===== config.mk =====
export PLATFORM = sky130hd
export DESIGN_NAME = mux_barrido
export DESIGN_NICKNAME = d
export VERILOG_FILES = /design/src/rtl/mux_barrido_pkg.sv /design/src/rtl/cont_permanencia.sv /design/src/rtl/mux_barrido.sv
export SDC_FILE = /design/constraint.sdc
export NUM_CORES = 1
export LEC_CHECK = 0
export ABC_AREA = 1
export CAP_MARGIN = 20
export CORE_AREA = 2 2 39 41
export DETAILED_ROUTE_END_ITERATION = 6
export DIE_AREA = 0 0 41 43
export PLACE_DENSITY = 0.65
export RECOVER_POWER = 25
export SETUP_SLACK_MARGIN = 0.2
export SLEW_MARGIN = 10
export SYNTH_ARGS = -nofsm -noshare
export SYNTH_HDL_FRONTEND = slang
export SYNTH_SLANG_ARGS = --single-unit

===== constraint.sdc =====
create_clock -name clk -period 2.65 [get_ports clk]
set_input_delay 0.795 -clock clk [delete_from_list [all_inputs] [get_ports clk]]
set_output_delay 0.795 -clock clk [all_outputs]
set_load 0.005 [all_outputs]

===== src/rtl/mux_barrido_pkg.sv =====
// mux_barrido_pkg: shared state encoding and mode constants for the scanning multiplexer.
package mux_barrido_pkg;
  typedef enum logic [1:0] {INACTIVO, MANUAL, BARRIDO} estado_t;
  localparam logic MODO_MANUAL  = 1'b0;
  localparam logic MODO_BARRIDO = 1'b1;
endpackage


===== src/rtl/cont_permanencia.sv =====
// cont_permanencia: dwell counter that wraps at PERMANENCIA-1 and flags the terminal count.
module cont_permanencia #(
  parameter int PERMANENCIA = 4
) (
  input  logic clk,
  input  logic rst_n,
  input  logic clr,
  output logic tc
);
  localparam int CW = PERMANENCIA > 1 ? $clog2(PERMANENCIA) : 1;
  logic [CW-1:0] cnt_q, cnt_d;
  assign tc = cnt_q == CW'(PERMANENCIA - 1);
  always_comb cnt_d = (clr || tc) ? '0 : cnt_q + 1'b1;
  always_ff @(posedge clk or negedge rst_n)
    if (!rst_n) cnt_q <= '0;
    else        cnt_q <= cnt_d;
endmodule


===== src/rtl/mux_barrido.sv =====
// mux_barrido: N-channel registered mux with manual select and round-robin scan mode.
// Define MUX_MASCARA_EN to let mascara skip channels during the scan.
module mux_barrido
  import mux_barrido_pkg::*;
#(
  parameter  int N_CANALES   = 4,
  parameter  int ANCHO       = 1,
  parameter  int PERMANENCIA = 4,
  localparam int SW          = $clog2(N_CANALES)
) (
  input  logic                       clk,
  input  logic                       rst_n,
  input  logic [N_CANALES*ANCHO-1:0] w,
  input  logic [SW-1:0]              sel,
  input  logic                       modo,
  input  logic                       habilitar,
  input  logic [N_CANALES-1:0]       mascara,
  output logic [ANCHO-1:0]           f,
  output logic [SW-1:0]              sel_actual,
  output logic                       valido,
  output logic                       fin_barrido
);
  estado_t state_q, state_d;
  logic [ANCHO-1:0] f_q, f_d;
  logic [SW-1:0] sel_q, sel_d, sig, primero;
  logic valido_q, valido_d, fin_q, fin_d;
  logic entra, clr, tc, hay, envuelve;
  logic [N_CANALES-1:0] mask_eff;
`ifdef MUX_MASCARA_EN
  assign mask_eff = mascara;
`else
  logic unused_mascara;
  assign mask_eff = '1;
  assign unused_mascara = ^mascara;
`endif
  assign hay = |mask_eff;
  cont_permanencia #(.PERMANENCIA(PERMANENCIA)) u_cont (
    .clk   (clk),
    .rst_n (rst_n),
    .clr   (clr),
    .tc    (tc)
  );
  // Nearest enabled channel above the current one (searching downward so the closest wins) and the lowest enabled one.
  always_comb begin
    sig = sel_q;
    envuelve = 1'b0;
    primero = '0;
    for (int i = N_CANALES; i >= 1; i--) begin
      if (mask_eff[(int'(sel_q) + i) % N_CANALES]) begin
        sig = SW'((int'(sel_q) + i) % N_CANALES);
        envuelve = int'(sel_q) + i >= N_CANALES;
      end
    end
    for (int i = N_CANALES - 1; i >= 0; i--)
      if (mask_eff[i]) primero = SW'(i);
  end
  always_comb begin
    state_d = !habilitar ? INACTIVO : (modo == MODO_BARRIDO ? BARRIDO : MANUAL);
    entra = state_d == BARRIDO && state_q != BARRIDO;
    clr = state_d != BARRIDO || entra;
    sel_d = sel_q;
    f_d = f_q;
    valido_d = 1'b0;
    fin_d = 1'b0;
    if (state_d == MANUAL) begin
      sel_d = sel;
      valido_d = int'(sel) < N_CANALES;
      f_d = valido_d ? w[int'(sel)*ANCHO +: ANCHO] : '0;
    end else if (state_d == BARRIDO && hay) begin
      sel_d = entra ? primero : (tc ? sig : sel_q);
      fin_d = !entra && tc && envuelve;
      valido_d = 1'b1;
      f_d = w[int'(sel_d)*ANCHO +: ANCHO];
    end
  end
  always_ff @(posedge clk or negedge rst_n)
    if (!rst_n) begin
      state_q  <= INACTIVO;
      f_q      <= '0;
      sel_q    <= '0;
      valido_q <= 1'b0;
      fin_q    <= 1'b0;
    end else begin
      state_q  <= state_d;
      f_q      <= f_d;
      sel_q    <= sel_d;
      valido_q <= valido_d;
      fin_q    <= fin_d;
    end
  assign f           = f_q;
  assign sel_actual  = sel_q;
  assign valido      = valido_q;
  assign fin_barrido = fin_q;
endmodule


Word level (Yosys, flattened, before mapping):

Cells that the tools add are included.

* ROM bits: 0
* register bits: 9
* latch bits: 0
* bits in writable memories: 0
* logic and storage cells: 74
* input port bits: 14
* output and inout bits: 5
* memories: 0

* reduce and logical (&&, ||, !) cells: 11
* order comparisons: 8
* $add $sub $neg: 5
* muxes and demuxes: 33
* div/mod/pow operators: 0
* $mul: 0
* shift-type cells: 2
* bitwise logic cells: 4
* equal/unequal tests: 5

Operators by type and width (number)
* 2-to-1 mux 2 bit: 11
* 2-to-1 mux 1 bit: 18
* < comparator 3 x 4 -> 1 bit (second input constant): 4
* >= comparator 3 bit (second input constant): 3
* binary-select mux 1 bit (select 2 bit): 4
* OR reduction 2 bit: 4
* variable part select 4 x 3 -> 1 bit: 2
* adder 2 x 2 -> 3 bit (second input constant): 2
* adder 2 x 3 -> 4 bit (second input constant): 1
* bitwise AND 1 bit (first input constant): 4
* == test 2 bit (second input constant): 2
* >= comparator 4 x 3 -> 1 bit (second input constant): 1
* inequality test 2 bit (second input constant): 2
* adder 2 x 1 -> 3 bit (second input constant): 1
* logical AND 1 bit: 3
* adder 2 x 1 -> 2 bit (second input constant): 1
* == test 2 x 1 -> 1 bit (second input constant): 1
* logical OR 1 bit: 2
* nonzero test 2 bit: 1
* zero test 1 bit: 1

Depth between registers and ports, before layout:

* word-level depth: 15
* gate-level depth with buffers: 10
* mapped depth without buffers: 10

By module:

Synthesis repeated with hierarchy kept, for this count alone.

* cell total of the unflattened synthesis: 63
* area, all modules: 475.5 um2

Modules (own cells, without submodules)
* mux_barrido: instances 1, seq. area each 175.2 um2, cells each 54, area an instance 390.4 um2
* cont_permanencia: instances 1, seq. area each 50.0 um2, cells each 9, area an instance 85.1 um2

Least setup slack after synthesis:

Ideal clock, no wire load.

* path type: input port to flip-flop
* start point: input modo
* end point: register f_q (netlist: f)
* path slack: 1250 ps
* buffers on the path: 0
* stages: 8
* setup time: 124 ps
* data required time: 2526 ps
* arrival time: 1276 ps
* cell sequence: nand3_1 -> nand2_1 -> nand2_1 -> nand2_2 -> nand2_1 -> nand2_1 -> nand2_1 -> nand3_1

* word-level cells in the longest chain between the ends: 8
* elaborated cells between the ends (all ways): 10
* classes of those cells: 2 x eq/ne; 1 x shift; 5 x mux; 2 x reduce/logical

RTL lines
* from (decl): RTL line mux_barrido.sv:15 `input logic modo,`
* 2-to-1 mux 2 bit * (2 in series): RTL line mux_barrido.sv:58 `state_d = !habilitar ? INACTIVO : (modo == MODO_BARRIDO ? BARRIDO : MANUAL);`
* == test 2 bit: RTL line mux_barrido.sv:59, mux_barrido.sv:69
* logical AND 1 bit: RTL line mux_barrido.sv:59 `entra = state_d == BARRIDO && state_q != BARRIDO;`
* 2-to-1 mux 2 bit: RTL line mux_barrido.sv:70 `sel_d = entra ? primero : (tc ? sig : sel_q);`
* variable part select 4 x 3 -> 1 bit: RTL line mux_barrido.sv:73 `f_d = w[int'(sel_d)*ANCHO +: ANCHO];`
* 2-to-1 mux 1 bit: RTL line mux_barrido.sv:69 `end else if (state_d == BARRIDO && hay) begin`
* 2-to-1 mux 1 bit: RTL line mux_barrido.sv:65 `if (state_d == MANUAL) begin`
* to (signal assigned): RTL line mux_barrido.sv:79 `f_q <= '0;`
* to (signal assigned): RTL line mux_barrido.sv:85 `f_q <= f_d;`
* to (decl): RTL line mux_barrido.sv:24 `logic [ANCHO-1:0] f_q, f_d;`

Every way passes the cells marked *; elsewhere a longest branch is shown, timed or not. The select of a mux whose other input is x is not followed.
A chain may end at the register's enable or synchronous reset.

Final worst setup path:

* start point: register sel_q[0] (netlist: sel_actual[0])
* end point: output sel_actual[0]

RTL lines
* from (decl): RTL line mux_barrido.sv:25 `logic [SW-1:0] sel_q, sel_d, sig, primero;`
* from (signal assigned): RTL line mux_barrido.sv:86 `sel_q <= sel_d;`
* to (decl): RTL line mux_barrido.sv:19 `output logic [SW-1:0] sel_actual,`

No word-level cell between the ends.

==> results.toml <==
[global_route]
grt_usage_pct = 11.82
grt_pass1_wl_mm = 1.393
grt_pass1_vias = 356
grt_max_degree = 10
antenna_found_initial = 0
overflow = 0

[placement]
postPlaceCellArea_um2 = 596.8
port_buffers = 14
dp_cells = 83
place.gp.congestion = 0.7517
dp_hpwl_um = 621

[clocking]
insertion_delay_ns = 0.25
cts_root_buf = "clkbuf_4"
clockBufferDepth = 2
post_cts_buffers = 0
cts_hold_buffers = 0
clkSlewWorstSetupHoldPaths_ns = 0.06
htreeDepth = 1
cts_tree = "done"
cts_resized = 0
cts_buffers = 3
cts.sinks = 9

[pwr]
switching_share_pct = 24.30
switching_power_uw = 77.03
internal_power_uw = 239.9
pwr-share-seq_pct = 48.1
p_leak_uw = 0.0003122
clkPwrFrac_pct = 32.2
p_comb_share_pct = 19.7
ir_worst_vdd_uv = 217.7
cellPowerDensity_mw_per_mm2 = 508.7

[synth]
ys_seq_elements = 9
synth_seq_area_share_pct = 51.14
avgSynthCellArea_um2 = 8.156
syn_nets = 70
synth_cells = 54
ys_types = 14
yosysWarnings = 0
ys_top_cells_by_count = "nand2_1, dfrtp_1, inv_1"
async_flop_share_pct = 100.0
synth_area_leader_cell = "dfrtp_1"
netlist_area_um2 = 440.4
synthFlopType = "dfrtp_1"
synth-edff-count = 0
synth_top_cell_area_share_pct = 51.14
synth_area_leaders = "dfrtp_1, nand2_1, inv_1, ha_1, nand3_1"
synth_most_common_cell = "nand2_1"

[setup_path]
start_kind = "register"
crit_path_max_fanout = 4
critPathKind = "reg -> out"
worst-path-buf-inv = 1
arrival_ns = 1.16
critPathCaptureType = "primary output"
cp.required_ns = 1.86
cp_slowest_cell = "clkdlybuf4s50_1"
slowest_delay_ns = 0.52
cp_cell_sequence = "clkdlybuf4s50_1"
critPathTopFamily = "buffers and inverters"

[routing]
dr.pass1.iters = 2
drc_errors = 0
viasPerCell = 4.425
postRouteAntennaNets = 0
wl_um = 739
num_vias = 385
drt_iter0_drc = 3
wire_per_inst_um = 8.494

[layout]
antenna_cells = 0
multi_input_area_um2 = 181.4
final-seq-area_um2 = 225.2
area_delta_synth_final_pct = 41.48
nNetsFinal = 88
fillers = 156
fin_area_um2 = 623.1
drive_gt1_share_pct = 9.859
fin_cells = 87

[timing]
hold_viol = 0
tns_ns = 0
worst_slew_margin_rel_pct = 73.49
report.final.slew_viol_count = 0
rsz0062_at_grt = "false"
fin_crit_ns = 1.958
skew_ns = 0.0005381
whs_ns = 0.4314
setup_viol = 0
fmax_mhz = 510.7
tightest_slew_ns = 0.3963
fin_crit_sh_pct = 73.89

[die]
start_util_pct = 31.83
rows = 14
die_y_um = 43
chipWidth_um = 41
core_region_area_mm2 = 0.001384
dieArea_mm2 = 0.001763
num_io_pins = 19

[worst_hold_path]
hold_path.class = "reg -> reg"

[outcome]
status = "finished clean"

[run]
max-cap-violations = 0
## state kept, by name, indices dropped and copies added, names as in the netlist
register / cells
fin_barrido: 1
u_cont.cnt_q: 2
sel_actual: 2
state_q: 2
valido: 1
f: 1
## layout make-up
type / count / share of cell area [%]
Inverter: 8 / 4.819
Clock buffer: 4 / 4.217
Timing Repair Buffer: 14 / 22.49
Tap cell: 16 / 3.213
Multi-Input combinational cell: 36 / 29.12
Sequential cell: 9 / 36.14
## power by group through the flow
stage          logic (µW)  registers, µW  clock network (µW)
2_1_floorplan        26.5            155                   0
6_report             62.5            152                 102
3_3_place_gp         62.9            155                   0
3_5_place_dp         64.0            155                   0
5_1_grt              73.7            153                 119
4_1_cts              64.2            152                 108
## worst reg2reg max path: stages, from the launching register on
cell,delay [ns]
dfrtp_1,0.41
ha_1,0.30
nand2_1,0.05
o21ai_0,0.07
nand2_1,0.09
nand2_1,0.05
nor2_1,0.12
nand3_1,0.09
nand3_1,0.09
## cells by family after synthesis
family	share of synthesized area, %
simple gates	30.97
buf+inv	7.670
flops	51.14
compound gates	4.546
fa+ha+maj	5.681
## metrics by stage
| step | setup slack [ns] | power (µW) | util (%) |
|---|---|---|---|
| floorplan | 1.250 | 181.8 | - |
| global placement | 0.5717 | 217.9 | 43.13 |
| detailed placement | 0.5441 | 218.9 | 43.13 |
| CTS | 0.6804 | 324.2 | 45.03 |
| global route | 0.6425 | 345.2 | 45.03 |
| finish | 0.6918 | 317.0 | 45.03 |
## per-layer routing
layer	global-route usage, %	vias up	share of wire (%)	wire (µm)
li1	-	202	-	-
met1	14.75	172	45	335
met2	15.94	11	49	361
met3	4.712	0	5.5	41
met4	8.000	0	0	0
met5	0	-	0	0
## final timing paths
path | startpoint | end | slack [ns] | depth (start not counted)
min | u_cont.cnt_q[0] | u_cont.cnt_q[0] | 0.43 | 1
max | sel_actual[0] | sel_actual[0] | 0.69 | 1
min reg2reg | u_cont.cnt_q[0] | u_cont.cnt_q[0] | 0.43 | 1
min in group asynchronous | rst_n | sel_actual[0] | 0.90 | 1
max in group asynchronous | rst_n | sel_actual[1] | 1.47 | 1
max reg2reg | sel_actual[0] | f | 1.32 | 8
## layout by cell type (no fill, tap or decap), drive strengths merged
| cell | instances |
|---|---|
| nand2 | 19 |
| o21ai | 2 |
| nand3b | 1 |
| dlygate4sd3 | 1 |
| nand3 | 4 |
| nor2 | 5 |
| clkdlybuf4s50 | 13 |
| clkbuf | 4 |
| dfrtp | 9 |
| inv | 8 |
| ha | 2 |
| and3 | 1 |
| a21oi | 2 |
No activity file was read; power rests on OpenSTA's default activity.
